File: src/rtl/reset_sequencer_pkg.sv
// Shared types and helpers for the reset sequencer: state encoding and index sizing.
package reset_sequencer_pkg;

  typedef enum logic [1:0] {
    ST_HOLD = 2'd0,
    ST_REL  = 2'd1,
    ST_RUN  = 2'd2
  } seq_state_e;

  // Index register width: enough to address every domain, never narrower than one bit.
  function automatic int idx_width(input int n);
    return (n <= 2) ? 1 : $clog2(n);
  endfunction

endpackage

File: src/rtl/reset_seq_cnt.sv
// Loadable down-counter shared by the hold window and the per-domain release gaps.
module reset_seq_cnt #(
  parameter int               CNT_W   = 8,
  parameter logic [CNT_W-1:0] RST_VAL = '0
) (
  input  logic             clk_i,
  input  logic             rst_n_i,
  input  logic             load,
  input  logic [CNT_W-1:0] load_val,
  input  logic             dec,
  output logic             zero
);

  logic [CNT_W-1:0] cnt;

  always_ff @(posedge clk_i or negedge rst_n_i) begin
    if (!rst_n_i) begin
      cnt <= RST_VAL;
    end else if (load) begin
      cnt <= load_val;
    end else if (dec && (cnt != '0)) begin
      cnt <= cnt - 1'b1;
    end
  end

  assign zero = (cnt == '0);

endmodule

File: src/rtl/reset_sequencer.sv
// Holds all downstream reset domains low for a fixed window, then releases them in
// index order with programmable gaps; software requests re-run the sequence and are acked.
module reset_sequencer
  import reset_sequencer_pkg::*;
#(
  parameter int DLY      = 1,
  parameter int N_DOM    = 4,
  parameter int CNT_W    = 8,
  parameter int HOLD_CYC = 16
) (
  input  logic                   clk_i,
  input  logic                   rst_n_i,
  input  logic                   sw_rst_req_i,
  input  logic [N_DOM*CNT_W-1:0] dom_delay_i,
  output logic [N_DOM-1:0]       dom_rst_n_o,
  output logic                   seq_busy_o,
  output logic                   seq_done_o,
  output logic                   sw_rst_ack_o,
  output seq_state_e             seq_state_o
);

  localparam int               IDX_W    = idx_width(N_DOM);
  localparam logic [CNT_W-1:0] HOLD_VAL = CNT_W'(HOLD_CYC - 1);
  localparam logic [IDX_W-1:0] LAST_IDX = IDX_W'(N_DOM - 1);

  // DLY is accepted for drop-in compatibility; registers update with zero delay so
  // synthesis and simulation agree.
  if (DLY < 0) begin : g_bad_dly
    $error("DLY must be non-negative");
  end
  if (N_DOM < 1) begin : g_bad_ndom
    $error("N_DOM must be at least 1");
  end
  if ((HOLD_CYC < 1) || (longint'(HOLD_CYC) > (64'd1 << CNT_W))) begin : g_bad_hold
    $error("HOLD_CYC must lie in 1 .. 2**CNT_W");
  end

  seq_state_e       state;
  logic [IDX_W-1:0] idx;
  logic [IDX_W-1:0] idx_next;
  logic             sw_flag;
  logic             last_dom;

  logic             cnt_load;
  logic             cnt_dec;
  logic [CNT_W-1:0] cnt_load_val;
  logic             cnt_zero;
  logic [CNT_W-1:0] delay [N_DOM];

  always_comb begin
    for (int k = 0; k < N_DOM; k++) begin
      delay[k] = dom_delay_i[k*CNT_W +: CNT_W];
    end
  end

  assign idx_next = idx + 1'b1;
  assign last_dom = (idx == LAST_IDX);

  // Counter control: delays are sampled only at the moment they are loaded.
  always_comb begin
    cnt_load     = 1'b0;
    cnt_dec      = 1'b0;
    cnt_load_val = '0;
    case (state)
      ST_HOLD: begin
        if (cnt_zero) begin
          cnt_load     = 1'b1;
          cnt_load_val = delay[0];
        end else begin
          cnt_dec = 1'b1;
        end
      end
      ST_REL: begin
        if (cnt_zero) begin
          if (!last_dom) begin
            cnt_load     = 1'b1;
            cnt_load_val = delay[idx_next];
          end
        end else begin
          cnt_dec = 1'b1;
        end
      end
      ST_RUN: begin
        if (sw_rst_req_i) begin
          cnt_load     = 1'b1;
          cnt_load_val = HOLD_VAL;
        end
      end
      default: begin
        cnt_load     = 1'b1;
        cnt_load_val = HOLD_VAL;
      end
    endcase
  end

  reset_seq_cnt #(
    .CNT_W   (CNT_W),
    .RST_VAL (HOLD_VAL)
  ) u_cnt (
    .clk_i    (clk_i),
    .rst_n_i  (rst_n_i),
    .load     (cnt_load),
    .load_val (cnt_load_val),
    .dec      (cnt_dec),
    .zero     (cnt_zero)
  );

  always_ff @(posedge clk_i or negedge rst_n_i) begin
    if (!rst_n_i) begin
      state        <= ST_HOLD;
      idx          <= '0;
      sw_flag      <= 1'b0;
      dom_rst_n_o  <= '0;
      seq_busy_o   <= 1'b1;
      seq_done_o   <= 1'b0;
      sw_rst_ack_o <= 1'b0;
    end else begin
      sw_rst_ack_o <= 1'b0;
      case (state)
        ST_HOLD: begin
          if (cnt_zero) begin
            state <= ST_REL;
            idx   <= '0;
          end
        end
        ST_REL: begin
          if (cnt_zero) begin
            dom_rst_n_o[idx] <= 1'b1;
            if (last_dom) begin
              state        <= ST_RUN;
              seq_busy_o   <= 1'b0;
              seq_done_o   <= 1'b1;
              sw_rst_ack_o <= sw_flag;
              sw_flag      <= 1'b0;
            end else begin
              idx <= idx_next;
            end
          end
        end
        ST_RUN: begin
          if (sw_rst_req_i) begin
            state       <= ST_HOLD;
            dom_rst_n_o <= '0;
            sw_flag     <= 1'b1;
            seq_busy_o  <= 1'b1;
            seq_done_o  <= 1'b0;
          end
        end
        default: begin
          state       <= ST_HOLD;
          dom_rst_n_o <= '0;
          seq_busy_o  <= 1'b1;
          seq_done_o  <= 1'b0;
        end
      endcase
    end
  end

  assign seq_state_o = state;

endmodule

File: config.mk
export PLATFORM = sky130hd
export DESIGN_NAME = reset_sequencer
export DESIGN_NICKNAME = d
export VERILOG_FILES = /design/src/rtl/reset_sequencer_pkg.sv /design/src/rtl/reset_seq_cnt.sv /design/src/rtl/reset_sequencer.sv
export SDC_FILE = /design/constraint.sdc
export NUM_CORES = 1
export LEC_CHECK = 0
export ABC_AREA = 1
export CAP_MARGIN = 20
export CORE_ASPECT_RATIO = 2
export CORE_UTILIZATION = 35
export CTS_CLUSTER_SIZE = 8
export DETAILED_ROUTE_END_ITERATION = 8
export GPL_TIMING_DRIVEN = 0
export PLACE_DENSITY_LB_ADDON = 0.25
export SLEW_MARGIN = 20
export SYNTH_ARGS = -nofsm -noshare
export SYNTH_HDL_FRONTEND = slang
export SYNTH_SLANG_ARGS = --single-unit
File: constraint.sdc
create_clock -name clk_i -period 2.97 [get_ports clk_i]
set_input_delay 0.891 -clock clk_i [delete_from_list [all_inputs] [get_ports clk_i]]
set_output_delay 0.891 -clock clk_i [all_outputs]
set_load 0.03 [all_outputs]
Yosys cells after proc, flatten, opt, wreduce, memory -nomap -nowiden
Cells that the tools add are included.
{"block": "classes", "n_addsub": 2, "mul": 0, "div": 0, "n_lt_le_gt_ge": 3, "n_eq_ne": 8, "shift": 0, "muxes": 43, "bitwise_logic": 3, "n_reduce_logical": 14}
{"op": "$mux W8", "count": 7}
{"op": "$pmux W8 S3", "count": 1}
{"op": "$bmux W8 S2", "count": 1}
{"op": "$mux W1", "count": 16}
{"op": "$reduce_and A4 Y1", "count": 4}
{"op": "$mux W2", "count": 7}
{"op": "$mux W4", "count": 3}
{"op": "$pmux W4 S3", "count": 1}
{"op": "$ne A2 B2 Y1 const B", "count": 5}
{"op": "$pmux W1 S3", "count": 3}
{"op": "$logic_not A8 Y1", "count": 1}
{"op": "$reduce_bool A8 Y1", "count": 1}
{"op": "$sub A8 B1 Y8 const B", "count": 1}
{"op": "$pmux W2 S3", "count": 1}
{"op": "$reduce_bool A2 Y1", "count": 3}
{"op": "$eq A2 B2 Y1 const B", "count": 2}
{"op": "$or A4 B4 Y4", "count": 1}
{"op": "$pmux W2 S2", "count": 1}
{"op": "$ge A3 B3 Y1 const B", "count": 1}
{"op": "$lt A2 B3 Y1 const B", "count": 1}
{"op": "$not A2 Y3", "count": 1}
{"op": "$reduce_and A3 Y1", "count": 1}
{"op": "$add A2 B1 Y2 const B", "count": 1}
{"op": "$demux W1 S2", "count": 1}
{"op": "7 further kinds", "count": 8}
{"block": "word_totals", "ff_bits": 20, "latch_bits": 0, "ramBits": 0, "mem_bits_ro": 0, "input_bits": 35, "out_inout_bits": 9, "wordCells": 81, "mem_count": 0}

Logic depth before layout (Yosys ltp)
Gate-level depths: netlist (run 1).
{"block": "logic_depth", "word_depth": 9, "ltp_mapped": 13, "depth_no_buf": 11}

Hierarchy
Synthesis (run 1) repeated with hierarchy kept, for this count alone.
{"block": "hier_totals", "hier_cells": 287, "area_unflattened_um2": 1724.2}
{"module": "reset_sequencer", "instances": 1, "cells_per_inst": 194, "area_each_um2": 1122.3, "seq_area_each_um2": 301.5}
{"module": "reset_seq_cnt", "instances": 1, "cells_per_inst": 93, "area_each_um2": 601.8, "seq_area_each_um2": 205.2}

Least setup slack after synthesis (run 1)
No wires, ideal clock.
{"block": "synth_path", "path_kind": "register to register", "start": "register idx[0]", "end": "register u_cnt.cnt[7]", "setup_time_ps": 117, "t_arrival_ps": 1736, "required_ps": 2853, "setup_slack_ps": 1118, "path_stages_with_launch": 14, "n_path_buf": 2, "synth_period_minus_slack_ps": 1852, "cell_sequence": "dfrtp_1 inv_1 clkbuf_1 ha_1 buf_2 clkinv_1 nand3_1 nand2_1 inv_1 nor2_1 nor2_1 nand2_1 nand2_1 nand2_1"}
{"block": "synth_between", "elab_chain_len": 9, "elab_cells_between_ends": 14}
{"element": "from (decl)", "line": "reset_sequencer.sv:39", "rtl": "logic [IDX_W-1:0] idx;"}
{"element": "from (signal assigned)", "line": "reset_sequencer.sv:136", "rtl": "idx <= idx_next;"}
{"element": "$add A2 B1 Y2", "line": "reset_sequencer.sv:56", "rtl": "assign idx_next = idx + 1'b1;"}
{"element": "$not A2 Y3 (not written as such)", "line": "reset_sequencer.sv:77", "rtl": "cnt_load_val = delay[idx_next];"}
{"element": "$bmux W8 S2", "line": "reset_sequencer.sv:77"}
{"element": "$mux W8 (not written as such) (2 in series)", "line": "reset_sequencer.sv:77"}
{"element": "$mux W8", "line": "reset_sequencer.sv:75", "rtl": "if (!last_dom) begin"}
{"element": "$mux W8", "line": "reset_sequencer.sv:74", "rtl": "if (cnt_zero) begin"}
{"element": "$pmux W8 S3", "line": "reset_sequencer.sv:64", "rtl": "case (state)"}
{"element": "$mux W8", "line": "reset_seq_cnt.sv:19", "rtl": "end else if (load) begin"}
{"element": "to (signal assigned)", "line": "reset_seq_cnt.sv:20", "rtl": "cnt <= load_val;"}
{"element": "to (signal assigned)", "line": "reset_seq_cnt.sv:22", "rtl": "cnt <= cnt - 1'b1;"}
{"element": "to (decl)", "line": "reset_seq_cnt.sv:14", "rtl": "logic [CNT_W-1:0] cnt;"}
Parallel ways exist; a longest one is shown, timed or not. The select of a mux whose other input is x is not followed.
A chain may end at the register's enable or synchronous reset.

Worst setup path after layout (run 1)
{"block": "layout_path", "start": "register idx[0]", "end": "register u_cnt.cnt[4]"}
Same word-level chain as after synthesis.

==> results of run 1 <==
## power groups by stage
stage | combinational (mW) | clock [mW] | sequential (mW)
6_report | 1.20 | 0.220 | 0.505
5_1_grt | 1.36 | 0.231 | 0.519
4_1_cts | 1.21 | 0.219 | 0.506
3_5_place_dp | 1.20 | 0 | 0.510
3_3_place_gp | 1.18 | 0 | 0.507
2_1_floorplan | 0.817 | 0 | 0.563
## critical path: cells and delay by family, from the launching register on
family	cells	cell delay, ns
fa+ha+maj	1	0.20
buf+inv	4	1.03
simple gates	6	0.60
compound gates	1	0.08
flops	1	0.43
## worst max-delay path by stage
stage / from / endpoint
3_5_place_dp: idx[0] / u_cnt.cnt[4]
3_3_place_gp: idx[0] / u_cnt.cnt[4]
5_1_grt: idx[0] / u_cnt.cnt[2]
4_1_cts: idx[0] / u_cnt.cnt[4]
2_1_floorplan: idx[0] / u_cnt.cnt[7]
6_report: idx[0] / u_cnt.cnt[4]
## synthesized netlist by cell type
cell / instances
sky130_fd_sc_hd__ha_1: 6
sky130_fd_sc_hd__clkbuf_1: 1
sky130_fd_sc_hd__nor2_2: 1
sky130_fd_sc_hd__nand3_1: 21
sky130_fd_sc_hd__inv_1: 34
sky130_fd_sc_hd__buf_2: 4
sky130_fd_sc_hd__nand3_2: 1
sky130_fd_sc_hd__o211ai_1: 2
sky130_fd_sc_hd__nor2_4: 3
sky130_fd_sc_hd__a21oi_1: 9
sky130_fd_sc_hd__nand2_1: 77
sky130_fd_sc_hd__xnor2_1: 2
sky130_fd_sc_hd__nor2_1: 37
sky130_fd_sc_hd__nor2_8: 1
sky130_fd_sc_hd__a21oi_2: 1
sky130_fd_sc_hd__dfstp_2: 5
sky130_fd_sc_hd__o21ai_0: 18
sky130_fd_sc_hd__clkinv_1: 1
sky130_fd_sc_hd__nand2_2: 5
sky130_fd_sc_hd__nand3b_1: 1
sky130_fd_sc_hd__a21oi_4: 1
sky130_fd_sc_hd__inv_2: 5
sky130_fd_sc_hd__dfrtp_1: 15
## state kept, by name, summed over array words and instances (netlist names)
| register | count |
|---|---|
| sw_flag | 1 |
| u_cnt.cnt | 8 |
| seq_done_o | 1 |
| seq_busy_o | 1 |
| sw_rst_ack_o | 1 |
| seq_state_o | 2 |
| dom_rst_n_o | 4 |
| idx | 2 |
## through the flow
stage	power (mW)	setup slack [ns]	instances
floorplan	1.38	1.12	251
finish	1.93	0.576	352
CTS	1.94	0.552	352
global route	2.11	0.311	352
detailed placement	1.71	0.579	348
global placement	1.69	0.597	348
## final cells by class
type	instances	area [um^2]	area share
repair buffers	43	430	0.201
clock buffers	4	55.1	0.0257
multi-input cells	186	910	0.424
flip-flops and latches	20	507	0.236
plain buffers	5	23.8	0.0111
well taps	54	67.6	0.0315
inverters	40	150	0.0701
## per-layer routing
layer / routed length (um) / global-route usage / share of wire / up-vias
met5: 0 / 0 / 0 / -
met1: 1420 / 0.166 / 0.37 / 726
li1: - / - / - / 865
met2: 2270 / 0.363 / 0.59 / 39
met3: 70 / 0.00939 / 0.018 / 7
met4: 97 / 0.0813 / 0.025 / 0
## cells in the final DEF, fill, tap and decap left out, drive strengths merged
| master | Yosys | final |
|---|---|---|
| o211ai | 2 | 2 |
| dfrtp | 15 | 15 |
| o21ai | 18 | 18 |
| nor2 | 42 | 42 |
| a21oi | 11 | 11 |
| ha | 6 | 6 |
| inv | 39 | 39 |
| clkdlybuf4s50 | 0 | 43 |
| dfstp | 5 | 5 |
| clkinv | 1 | 1 |
| nand3b | 1 | 1 |
| buf | 4 | 4 |
| xnor2 | 2 | 2 |
| clkbuf | 1 | 5 |
| nand2 | 82 | 82 |
| nand3 | 22 | 22 |
## cell families (layout without fill, tap and decap cells)
| family | count (synthesis) | in the layout | share of synthesized area |
|---|---|---|---|
| and+or+nand+nor | 147 | 147 | 0.404 |
| AOI/OAI and AO/OA | 31 | 31 | 0.110 |
| xor gates and xnor gates | 2 | 2 | 0.0110 |
| adders and majority gates | 6 | 6 | 0.0472 |
| DFF | 20 | 20 | 0.319 |
| buffers and inverters | 45 | 92 | 0.109 |
==> out/results.txt, run 1 <==
slowest cell on the critical path -> sky130_fd_sc_hd__dfrtp_1
CP dominant cell by count -> sky130_fd_sc_hd__nand2_1
biggest cell delay along the critical path -> 0.43 ns
register area share after synthesis -> 0.319
number of violations of the max-capacitance limit -> 0
Syn Nets -> 292
die extent in x -> 49.7 um
post-CTS setup-driven buffer insertion count -> 0
Worst Setup Start Kind -> register
post-placement cell area -> 0.00209 mm^2
number of placement rows -> 34
switching power share of the total -> 0.495
critical path peak fanout -> 11
Fin Hold WS -> 0.464 ns
layout cell share with drive strength beyond 1 -> 0.104
vias per std cell -> 4.65
number of iterations in the first detailed-routing pass -> 4
warning count from the yosys run -> 0
number of H-tree levels -> 1
First DRT Iteration DRCs -> 27
worst-case vdd ir drop -> 0.413 mV
fin. max-slew vios -> 0
# IOs -> 44
worst endpoint required time -> 3.18 ns
Gate power share -> 0.624
drt wl/cell -> 11.0 um
gate count after technology mapping -> 251
final design area excluding fillers -> 0.00214 mm^2
highest clock rate -> 418 MHz
Nets -> 340
synthesized flop and latch total -> 20
later-pin clock latency in the skew report -> 0.27 ns
first-pass GRT wire length -> 6.61 mm
Final ANT Viol Nets -> 0
register-to-register path setup slack -> 0.58 ns
RSZ-0062 raised after global routing -> no
clock slew at the register clock pins of the worst setup and hold paths -> 0.08 ns
proportion of power drawn by the clock network -> 0.114
maximum number of pins on one net before global-route repair -> 21
worst hold path stage count -> 2
Antenna diodes -> 0
largest area contributor in the netlist -> sky130_fd_sc_hd__dfrtp_1
Critical Setup Path Class -> register to register
Final period util -> 0.806
Fin Setup TNS -> 0 ns
number of antenna violations at the first check in global routing -> 0
Syn Std Cell Area -> 0.00159 mm^2
total power density per cell area -> 899 mW/mm^2
CTS max path bufs -> 2
Finished Core Util -> 0.494
endpoint kind of the worst setup timing path -> register
weighted congestion reported at the end of routability-driven placement -> 0.825
root buffer selected by CTS -> sky130_fd_sc_hd__clkbuf_8
initial core utilization -> 0.366
floorplan die height -> 97.3 um
number of setup violations in the final report -> 0
area inside the core boundary -> 0.00434 mm^2
Avg Inst Size Synth -> 6.34 um^2
cell breakdown of the critical path -> inv_1 > clkbuf_1 > ha_1 > buf_2 > clkinv_1 > nor2_1 > o21ai_0 > nand2_1 > nand2_1 > nand3_1 > nand2_1 > nand2_1
fraction of post-synthesis cell area in the top cell type by area -> 0.236
overall die area -> 0.00483 mm^2
classification of the worst-slack hold path -> register to register
total routing resource utilization after global routing -> 0.178
WHS Endpoint -> seq_busy_o
data arrival time of the critical path -> 2.61 ns
launch instance of the worst min-delay path -> seq_busy_o
reported leakage power -> 1.08 nW
switching power -> 0.954 mW
measured slew at the worst slew-check pin -> 0.899 ns
overall overflow remaining after global route -> 0
Tmin final -> 2.39 ns
via count -> 1637
post_cts resized -> 0
remaining design rule violation count -> 0
number of cells on the worst reg-to-reg path -> 12
CTS tree -> built
result of the run -> finished, final reports clean
max-slew headroom at the worst pin -> 0.399
Seq pwr share -> 0.262
largest cells by area after synthesis -> sky130_fd_sc_hd__dfrtp_1 (24%), sky130_fd_sc_hd__nand2_1 (18%), sky130_fd_sc_hd__nor2_1 (8.7%)
hold_buf cts -> 0
largest clock skew in the final design -> 0.00106 ns
cts bufs inserted -> 3
internal power consumption -> 0.974 mW
number of distinct library cells after synthesis -> 23
number of global-route vias before repair -> 1555
HPWL after DPL -> 3.16 mm
terminus of the critical flop-to-flop path -> u_cnt.cnt[4]
endpoints failing hold -> 0
synthesis-to-layout area growth -> 34.8%
sinks on the clock net -> 20
final wirelength -> 3.86 mm
Filler cells -> 475
worst r2r src -> idx[0]
number of port buffers -> 43
No activity file was read; power rests on OpenSTA's default activity.
==> inputs of run 2 (changes only) <==
==> constraint.sdc (replaced) <==
create_clock -name clk_i -period 1.95 [get_ports clk_i]
set_input_delay 0.585 -clock clk_i [delete_from_list [all_inputs] [get_ports clk_i]]
set_output_delay 0.585 -clock clk_i [all_outputs]
set_load 0.03 [all_outputs]
==> run 2 against run 1 <==
Sequential power rose by 51%. Flip-flop and latch count stayed put. Cell area increased by 0.88%. Sequential share of layout area shrank 0.15 points. Register-to-register slack worse by 0.42 ns. Wire length rose by 1.1%. Critical path depth decreased by 11. Final cell count increased by 0.28%. Global-route usage up 0.22 points. Total power increased by 54%.
==> out/results.txt, run 2 (synthesis results as in run 1) <==
fin. max-slew vios -> 0
synthesis-to-layout area growth -> 36.0%
# IOs -> 44
layout cell share with drive strength beyond 1 -> 0.120
RSZ-0062 raised after global routing -> no
number of H-tree levels -> 1
vias per std cell -> 4.66
Antenna diodes -> 0
number of cells on the worst reg-to-reg path -> 8
Fin Setup TNS -> 0 ns
Final period util -> 0.960
worst hold path stage count -> 2
hold_buf cts -> 0
Levels on crit path -> 1
drt wl/cell -> 11.0 um
total routing resource utilization after global routing -> 0.180
max reg flops -> 8
CTS tree -> built
largest registers in the final layout -> u_cnt.cnt (8), dom_rst_n_o (4)
weighted congestion reported at the end of routability-driven placement -> 0.825
register-to-register path setup slack -> 0.16 ns
Nets -> 341
number of setup violations in the final report -> 0
initial core utilization -> 0.366
number of port buffers -> 43
sinks on the clock net -> 20
result of the run -> finished, final reports clean
via count -> 1644
number of iterations in the first detailed-routing pass -> 4
endpoint kind of the worst setup timing path -> output port
total power density per cell area -> 1380 mW/mm^2
Tmin final -> 1.87 ns
clock slew at the register clock pins of the worst setup and hold paths -> 0.08 ns
cts bufs inserted -> 3
first-pass GRT wire length -> 6.66 mm
final design area excluding fillers -> 0.00216 mm^2
Crit path max-delay family -> buffers and inverters
measured slew at the worst slew-check pin -> 0.895 ns
leading cell type in the layout, fill and taps excluded -> sky130_fd_sc_hd__nand2_1
classification of the worst-slack hold path -> register to register
Critical Setup Path Class -> register to output port
overall overflow remaining after global route -> 0
leading cell types in the layout, fill and taps excluded -> sky130_fd_sc_hd__nand2_1 (77), sky130_fd_sc_hd__clkdlybuf4s50_1 (41), sky130_fd_sc_hd__nor2_1 (37)
slowest cell on the critical path -> sky130_fd_sc_hd__clkdlybuf4s50_1
buffering stage count on the worst path with inverters included -> 1
Filler cells -> 470
number of antenna violations at the first check in global routing -> 0
biggest cell delay along the critical path -> 0.67 ns
floorplan die height -> 97.3 um
root buffer selected by CTS -> sky130_fd_sc_hd__clkbuf_8
later-pin clock latency in the skew report -> 0.27 ns
CTS max path bufs -> 2
First DRT Iteration DRCs -> 30
endpoints failing hold -> 0
highest clock rate -> 534 MHz
total power of the final layout -> 2.98 mW
max-slew headroom at the worst pin -> 0.402
largest clock skew in the final design -> 0.00108 ns
reported leakage power -> 1.09 nW
Fin Hold WS -> 0.462 ns
data arrival time of the critical path -> 1.29 ns
number of violations of the max-capacitance limit -> 0
final wirelength -> 3.90 mm
Final ANT Viol Nets -> 0
cell breakdown of the critical path -> clkdlybuf4s50_1
die extent in x -> 49.7 um
maximum number of pins on one net before global-route repair -> 21
worst-case vdd ir drop -> 0.640 mV
post-placement cell area -> 0.00209 mm^2
critical path peak fanout -> 2
Worst Setup Start Kind -> register
overall die area -> 0.00483 mm^2
remaining design rule violation count -> 0
number of placement rows -> 34
area inside the core boundary -> 0.00434 mm^2
Biggest register -> u_cnt.cnt
HPWL after DPL -> 3.16 mm
number of global-route vias before repair -> 1550
worst endpoint required time -> 1.36 ns
-- run 2: cell type report --
cell class	count	area, um^2	share of cell area
Sequential cell	20	508	0.235
Clock buffer	4	55.1	0.0255
Tap cell	54	67.6	0.0313
Timing Repair Buffer	45	443	0.205
Multi-Input combinational cell	186	910	0.421
Buffer	4	22.5	0.0104
Inverter	40	156	0.0723
-- run 2: path summary, 6_finish.rpt --
path	from	to
worst min register to register	seq_busy_o	seq_busy_o
worst min-delay path	seq_busy_o	seq_busy_o
worst max-delay path	dom_rst_n_o[2]	dom_rst_n_o[2]
worst max register to register	u_cnt.cnt[0]	u_cnt.cnt[5]
min in group asynchronous	rst_n_i	dom_rst_n_o[0]
max in group asynchronous	rst_n_i	idx[0]
-- run 2: worst reg2reg max path, delay by kind of cell (launching register included) --
family | cells | cell delay [ns]
flops | 1 | 0.53
simple gates | 4 | 0.49
compound gates | 2 | 0.33
fa+ha+maj | 1 | 0.24
buf+inv | 1 | 0.09
-- run 2: where the power goes --
group,leakage [nW],switching [mW],internal (mW)
combinational,0.810,1.18,0.703
sequential,0.248,0.138,0.626
clock,0.0288,0.154,0.180
total,1.09,1.47,1.51
-- run 2: routing by layer --
metal | part of all wire | track usage
met1 | 0.36 | 0.168
met2 | 0.60 | 0.368
met3 | 0.016 | 0.00939
met4 | 0.025 | 0.0813
met5 | 0 | 0
-- run 2: what timing repair did --
action	in CTS	in global routing
setup buffers	1	1
gates resized for setup	5	2
endpoints found under the setup margin	10	4
-- run 2: per-stage QoR --
step                utilization  cells  setup WS, ns
floorplan                     -    251        0.0975
detailed placement        0.481    348        -0.441
finish                    0.498    353        0.0787
CTS                       0.496    352        0.0415
global placement          0.481    348        -0.423
global route              0.498    353        0.0307
